### config.mk
export PLATFORM = sky130hd
export DESIGN_NAME = cache_snoop_responder
export DESIGN_NICKNAME = d
export VERILOG_FILES = /design/src/rtl/cache_snoop_responder_pkg.sv /design/src/rtl/cache_snoop_responder.sv
export SDC_FILE = /design/constraint.sdc
export NUM_CORES = 1
export LEC_CHECK = 0
export ABC_CLOCK_PERIOD_IN_PS = 2900
export CORE_MARGIN = 2
export CORE_UTILIZATION = 42
export DETAILED_ROUTE_END_ITERATION = 8
export PLACE_DENSITY = 0.89
export SYNTH_ARGS = -nofsm -noshare
export SYNTH_HDL_FRONTEND = slang
export SYNTH_SLANG_ARGS = --single-unit
### constraint.sdc
create_clock -name CLK -period 2.9 [get_ports CLK]
set_input_delay 0.435 -clock CLK [delete_from_list [all_inputs] [get_ports CLK]]
set_output_delay 0.435 -clock CLK [all_outputs]
set_load 0.005 [all_outputs]
### src/rtl/cache_snoop_responder_pkg.sv
// Shared cache definitions: address split macros, MESI and snoop FSM encodings.
`ifndef CACHE_DEFS_SV
`define CACHE_DEFS_SV
// Address_Com carries a block address: index in the low bits, tag above it.
`define ADDRESSSIZE   32
`define INDEX_SIZE    6
`define INDEX_LSB     0
`define INDEX_MSB     5
`define TAG_SIZE      26
`define TAG_LSB       6
`define TAG_MSB       31
`define ASSOCIATIVITY 4
`endif

package cache_snoop_responder_pkg;

  localparam int ADDR_W    = `ADDRESSSIZE;
  localparam int INDEX_W   = `INDEX_SIZE;
  localparam int INDEX_LSB = `INDEX_LSB;
  localparam int INDEX_MSB = `INDEX_MSB;
  localparam int TAG_W     = `TAG_SIZE;
  localparam int TAG_LSB   = `TAG_LSB;
  localparam int TAG_MSB   = `TAG_MSB;
  localparam int WAYS      = `ASSOCIATIVITY;

  typedef enum logic [1:0] {
    MESI_I = 2'b00,
    MESI_S = 2'b01,
    MESI_E = 2'b10,
    MESI_M = 2'b11
  } mesi_t;

  typedef enum logic [2:0] {
    ST_IDLE   = 3'd0,
    ST_LOOKUP = 3'd1,
    ST_FLUSH  = 3'd2,
    ST_UPDATE = 3'd3,
    ST_DONE   = 3'd4
  } snoop_state_t;

  typedef enum logic [1:0] {
    OP_NONE = 2'd0,
    OP_RD   = 2'd1,
    OP_RDX  = 2'd2,
    OP_UPGR = 2'd3
  } bus_op_t;

  // Result of the next-MESI decode: ok=0 means the op/state pair is illegal.
  typedef struct packed {
    logic  ok;
    mesi_t value;
  } mesi_update_t;

endpackage

### src/rtl/cache_snoop_responder.sv
// Snoop responder: looks up a snooped bus op, flushes dirty data when needed,
// and writes the new MESI state back into the cache block.
module cache_snoop_responder
  import cache_snoop_responder_pkg::*;
(
  input  logic               CLK,
  input  logic               RST,
  input  logic               BusRd,
  input  logic               BusRdX,
  input  logic               BusUpgr,
  input  logic [ADDR_W-1:0]  Address_Com,
  output logic [INDEX_W-1:0] Lookup_Index,
  output logic [TAG_W-1:0]   Lookup_Tag,
  input  logic               Snoop_Hit,
  input  logic [WAYS-1:0]    Snoop_Way,
  input  logic [1:0]         Snoop_State,
  input  logic [ADDR_W-1:0]  Blk_Data,
  output logic               State_Wr_En,
  output logic [WAYS-1:0]    State_Wr_Way,
  output logic [1:0]         State_Wr_Value,
  output logic               Shared,
  output logic [ADDR_W-1:0]  Data_Bus_Com_Out,
  output logic               Data_Bus_Com_En,
  input  logic               Flush_Ack,
  output logic               Snoop_Busy,
  output logic               Snoop_Done,
  output logic               Protocol_Err
);

  snoop_state_t       state_q, state_d;
  bus_op_t            op_q, new_op;
  logic [INDEX_W-1:0] index_q;
  logic [TAG_W-1:0]   tag_q;
  logic [WAYS-1:0]    way_q;
  mesi_t              mesi_q;
  logic [ADDR_W-1:0]  data_q;
  logic               shared_q;
  logic               err_q;
  logic [1:0]         op_cnt;
  logic               any_op, one_op;
  logic               lookup_shared;
  logic               wr_en, err_set;
  mesi_update_t       upd;

  // New MESI state for a snooped op hitting a line in state cur.
  function automatic mesi_update_t next_mesi(bus_op_t op, mesi_t cur);
    mesi_update_t r;
    r.ok    = 1'b0;
    r.value = MESI_I;
    case (op)
      OP_RD:   if (cur != MESI_I) begin r.ok = 1'b1; r.value = MESI_S; end
      OP_RDX:  if (cur != MESI_I) begin r.ok = 1'b1; r.value = MESI_I; end
      OP_UPGR: if (cur == MESI_S) begin r.ok = 1'b1; r.value = MESI_I; end
      default: ;
    endcase
    return r;
  endfunction

  // Classify the incoming bus op bits.
  always_comb begin
    op_cnt = {1'b0, BusRd} + {1'b0, BusRdX} + {1'b0, BusUpgr};
    any_op = BusRd | BusRdX | BusUpgr;
    one_op = (op_cnt == 2'd1);
    new_op = BusRd ? OP_RD : (BusRdX ? OP_RDX : (BusUpgr ? OP_UPGR : OP_NONE));
    lookup_shared = (op_q == OP_RD) && Snoop_Hit && (mesi_t'(Snoop_State) != MESI_I);
  end

  // Next-state and control decode.
  // NOTE: every signal gets a default at the top so no path leaves one unassigned (no latch).
  always_comb begin
    state_d = state_q;
    wr_en   = 1'b0;
    err_set = 1'b0;
    upd     = next_mesi(op_q, mesi_q);
    case (state_q)
      ST_IDLE: begin
        if (any_op) begin
          if (one_op) state_d = ST_LOOKUP;
          else        err_set = 1'b1;
        end
      end
      ST_LOOKUP: begin
        if (!Snoop_Hit || mesi_t'(Snoop_State) == MESI_I)
          state_d = ST_DONE;
        else if (mesi_t'(Snoop_State) == MESI_M && (op_q == OP_RD || op_q == OP_RDX))
          state_d = ST_FLUSH;
        else
          state_d = ST_UPDATE;
      end
      ST_FLUSH: begin
        if (Flush_Ack) state_d = ST_UPDATE;
      end
      ST_UPDATE: begin
        if (upd.ok) wr_en   = 1'b1;
        else        err_set = 1'b1;
        state_d = ST_DONE;
      end
      ST_DONE:  state_d = ST_IDLE;
      default:  state_d = ST_IDLE;
    endcase
    if (state_q != ST_IDLE && any_op) err_set = 1'b1;
  end

  // State register plus op, address and lookup-result capture.
  // NOTE: sequential state uses non-blocking assignments so all registers update together.
  always_ff @(posedge CLK or posedge RST) begin
    if (RST) begin
      state_q  <= ST_IDLE;
      op_q     <= OP_NONE;
      index_q  <= '0;
      tag_q    <= '0;
      way_q    <= '0;
      mesi_q   <= MESI_I;
      data_q   <= '0;
      shared_q <= 1'b0;
      err_q    <= 1'b0;
    end else begin
      state_q <= state_d;
      if (state_q == ST_IDLE && one_op) begin
        op_q    <= new_op;
        index_q <= Address_Com[INDEX_MSB:INDEX_LSB];
        tag_q   <= Address_Com[TAG_MSB:TAG_LSB];
      end
      if (state_q == ST_LOOKUP) begin
        way_q    <= Snoop_Way;
        mesi_q   <= mesi_t'(Snoop_State);
        data_q   <= Blk_Data;
        shared_q <= lookup_shared;
      end
      if (err_set) err_q <= 1'b1;
    end
  end

  // Moore-style outputs decoded from the state register, so reset clears them at once.
  always_comb begin
    Lookup_Index     = index_q;
    Lookup_Tag       = tag_q;
    Snoop_Busy       = (state_q != ST_IDLE);
    Snoop_Done       = (state_q == ST_DONE);
    Data_Bus_Com_En  = (state_q == ST_FLUSH);
    Data_Bus_Com_Out = (state_q == ST_FLUSH) ? data_q : '0;
    State_Wr_En      = wr_en;
    State_Wr_Way     = wr_en ? way_q : '0;
    State_Wr_Value   = wr_en ? upd.value : MESI_I;
    Protocol_Err     = err_q;
    case (state_q)
      ST_LOOKUP:                     Shared = lookup_shared;
      ST_FLUSH, ST_UPDATE, ST_DONE:  Shared = shared_q;
      default:                       Shared = 1'b0;
    endcase
  end

endmodule

==> results.txt <==
----------------------------------------------------
[Outcome]
  Run status ... finished, final reports clean

[Worst setup path]
  Sequence of cells on the critical path ... inv_1, ha_1, o21bai_1, a211oi_1, buf_4, and2_1, clkdlybuf4s50_1
  Logic depth of the worst register-to-register path ... 4
  Maximum fanout along the worst path ... 6
  Start-to-end type of the worst setup path ... register to output port
  Nature of the critical path endpoint ... output port
  Critical path arrival ... 2.27 ns
  Critical-path top delay cell ... sky130_fd_sc_hd__clkdlybuf4s50_1
  Largest stage delay, worst path ... 0.51 ns
  Data required time of the worst path ... 2.47 ns
  Element type at the critical path start ... register

[Synth]
  Synthesized flop and latch total ... 77
  Synthesized-area fraction occupied by adder cells ... 2.003%
  Share of synthesized area spent on multiplexers ... 26.11%
  Dominant combinational cell family by area after synthesis ... multiplexers
  Netlist area before placement ... 3498 sq um
  Compound-gate portion of the synthesized area ... 2.504%
  Share of synthesized cell area in and, or, nand and nor gates ... 9.657%
  Library cells used by synthesis ... 34
  Yosys top cell area share ... 55.08%
  Library cell occupying the most area in the post-synthesis netlist ... sky130_fd_sc_hd__dfrtp_1
  Area share of xor/xnor cells in the synthesized design ... 0%
  Share of synthesized area occupied by flip-flops and latches ... 55.08%
  Cells after synthesis ... 246
  Largest cells by area after synthesis ... sky130_fd_sc_hd__dfrtp_1 55%, sky130_fd_sc_hd__mux2_2 14%, sky130_fd_sc_hd__mux2_4 12%
  Synth warnings ... 0
  Synthesized area per cell ... 14.22 sq um
  Net Count, Synth ... 328

[Timing]
  Timing-limited maximum frequency ... 0.3692 GHz
  Worst-margin pin slew ... 0.5093 ns
  Setup TNS ... 0 ns
  Share of the cycle needed by the critical path after routing ... 93.41%
  Final clock skew ... 0.01200 ns
  Number of endpoints failing setup at the final stage ... 0
  Fin worst setup slack ... 0.1912 ns
  Slew Limit Headroom ... 66.05%
  Number of pins exceeding their max-slew limit in the final report ... 0
  Unrepaired setup endpoints after global routing ... false
  Post-layout minimum cycle time ... 2.709 ns
  Number of endpoints with negative hold slack in the final report ... 0

[Clock network]
  Maximum clock path buffer count ... 2
  Post CTS Setup Buffer Count ... 0
  Number of instances resized during post-cts repair ... 0
  Clock latency of the later-clocked register in the worst-skew pair ... 0.34 ns
  TritonCTS buffer count ... 9
  Number of hold-repair buffers added at the cts stage ... 0
  Clk sinks ... 77
  Root Driver ... sky130_fd_sc_hd__clkbuf_8
  CTS clk-pin slew, worst paths ... 0.09 ns
  Number of H-tree branching levels ... 3
  CTS tree ... yes

[Hold path]
  HP Class ... register to register
  Cell count of the worst hold path ... 2

[Route]
  DRT iter0 DRCs ... 57
  Via density ... 4.843
  Pre-Repair DR Iteration Count ... 4
  Post-detailed-route wirelength per cell ... 15.74 microns
  Final WL ... 8.014 mm
  Routed Antenna Nets ... 0
  Via count ... 2465
  DRC violation count after routing ... 0

[GRT]
  Pin count of the biggest net entering global routing ... 78
  Sum of overflow across all layers after global routing ... 0
  Total GRT Usage ... 18.40%
  Vias in the first global route ... 2577
  Number of antenna violations at the first check in global routing ... 0
  Global-route wire length before repair ... 12.68 mm

[Die]
  Die Footprint ... 9075 sq um
  FP Rows ... 33
  Top Ports ... 153
  Die Height ... 95.27 microns
  Die Span X ... 95.27 microns
  Effective utilization at floorplan ... 43.01%
  Core area ... 8134 sq um

[Finish]
  Layout overhead on the synthesized area ... 51.82%
  Final net count ... 481
  Proportion of layout cells with a drive suffix above 1 ... 23.51%
  Antenna diode count ... 0

[Placed design]
  Count of buffers from port buffering ... 151
  Post-detailed-placement half-perimeter wirelength ... 5.843 mm
  Setup WS pre-CTS ... 0.1862 ns
  Placer congestion estimate ... 0.8024

[Flow run]
  Maximum Capacitance Violations ... 0

[Pwr]
  Total leakage power ... 2.319 nW
  Worst IR drop on VDD ... 483.5 uV
  Ratio of total power to cell area ... 953.9 nW/um^2

----------------------------------------------------
## cell usage in the layout, fill, tap and decap left out, drive strengths merged, types with 2 or more instances in the layout
master	instances
mux2	70
bufinv	2
dfrtp	77
nand3	3
nand2b	2
nor3b	2
buf	5
inv	10
and2	37
nor3	2
a21oi	3
ha	4
a211oi	2
o21ai	4
or3	2
mux2i	2
clkdlybuf4s50	151
clkbuf	11
## worst max-delay path: cells and delay by family (launching register included)
kind / cells / cell delay, ns
DFF: 1 / 0.39
AOI/OAI and AO/OA: 2 / 0.42
buffers and inverters: 3 / 0.79
and+or+nand+nor: 1 / 0.13
adders and majority gates: 1 / 0.21
## sequential cells by signal, indices dropped and copies added (netlist names)
register	flops
Protocol_Err	1
mesi_q	2
data_q	32
Lookup_Index	6
state_q	3
Lookup_Tag	26
way_q	4
op_q	2
shared_q	1
## final timing paths
path,start,endpoint,slack [ns]
min in group asynchronous,RST,Lookup_Tag[25],0.49
worst max register to register,state_q[2],Lookup_Tag[2],0.83
worst max-delay path,op_q[0],State_Wr_Way[0],0.19
worst min-delay path,Protocol_Err,Protocol_Err,0.48
max in group asynchronous,RST,mesi_q[1],2.07
worst min register to register,Protocol_Err,Protocol_Err,0.48
## area by class of cell
| cell class | count | area [sq um] |
|---|---|---|
| Multi-Input combinational cell | 146 | 1423 |
| Clock inverter | 5 | 81.33 |
| Sequential cell | 77 | 1927 |
| Clock buffer | 11 | 141.4 |
| Fill cell | 621 | 2823 |
| Timing Repair Buffer | 156 | 1574 |
| Tap cell | 105 | 131.4 |
| Inverter | 9 | 33.78 |
## layer usage
| layer | routed length, microns | global-route usage, % | part of all wire, % |
|---|---|---|---|
| met1 | 3165 | 21.86 | 39 |
| met2 | 3943 | 31.04 | 49 |
| met3 | 855 | 7.194 | 11 |
| met4 | 48 | 5.072 | 0.60 |
| met5 | 0 | 0 | 0 |
## cell families (layout without fill, tap and decap cells)
kind of cell             after synthesis  in the layout
flip-flops                            77             77
buffers and inverters                 23            181
adder cells (fa/ha/maj)                5              5
AND/OR/NAND/NOR                       54             54
AO/OA/AOI/OAI                         14             14
other                                  1              1
multiplexers                          72             72
## power by group
part | switching (mW) | internal [mW] | total (mW)
sequential | 0.315 | 1.62 | 1.93
combinational | 0.709 | 1.52 | 2.23
clock | 0.396 | 0.511 | 0.907
## stage by stage
stage	util [%]	hold WS [ns]	instances	total power, mW	instance area, sq um
after floorplan	-	0.4721	246	3.168	3498
after global placement	62.56	0.4710	493	4.096	5089
after detailed placement	62.56	0.4702	493	4.208	5089
after CTS	65.30	0.4857	509	5.139	5311
after global routing	65.30	0.5050	509	5.418	5311
final	65.30	0.4803	509	5.066	5311
## cells in the mapped netlist
cell type,instances
sky130_fd_sc_hd__and2_1,37
sky130_fd_sc_hd__buf_12,3
sky130_fd_sc_hd__a21oi_1,3
sky130_fd_sc_hd__o21a_1,1
sky130_fd_sc_hd__fa_1,1
sky130_fd_sc_hd__a21o_1,1
sky130_fd_sc_hd__nand3_1,3
sky130_fd_sc_hd__or3_1,1
sky130_fd_sc_hd__a2111oi_0,1
sky130_fd_sc_hd__clkbuf_1,4
sky130_fd_sc_hd__nand2b_1,2
sky130_fd_sc_hd__nand2_1,1
sky130_fd_sc_hd__or3_4,1
sky130_fd_sc_hd__nor2_1,1
sky130_fd_sc_hd__conb_1,1
sky130_fd_sc_hd__a31oi_1,1
sky130_fd_sc_hd__dfrtp_1,77
sky130_fd_sc_hd__mux2_2,42
sky130_fd_sc_hd__buf_2,4
sky130_fd_sc_hd__o21ai_0,4
sky130_fd_sc_hd__mux2_4,28
sky130_fd_sc_hd__mux2i_1,2
sky130_fd_sc_hd__buf_6,2
sky130_fd_sc_hd__nor3b_1,2
sky130_fd_sc_hd__nor4_1,1
sky130_fd_sc_hd__a211oi_1,2
sky130_fd_sc_hd__ha_1,4
sky130_fd_sc_hd__buf_4,1
sky130_fd_sc_hd__o21bai_1,1
sky130_fd_sc_hd__nor3_1,2
sky130_fd_sc_hd__inv_1,9
sky130_fd_sc_hd__nor2b_1,1
sky130_fd_sc_hd__or3b_1,1
sky130_fd_sc_hd__nand3b_1,1
No activity file was read; power rests on OpenSTA's default activity.
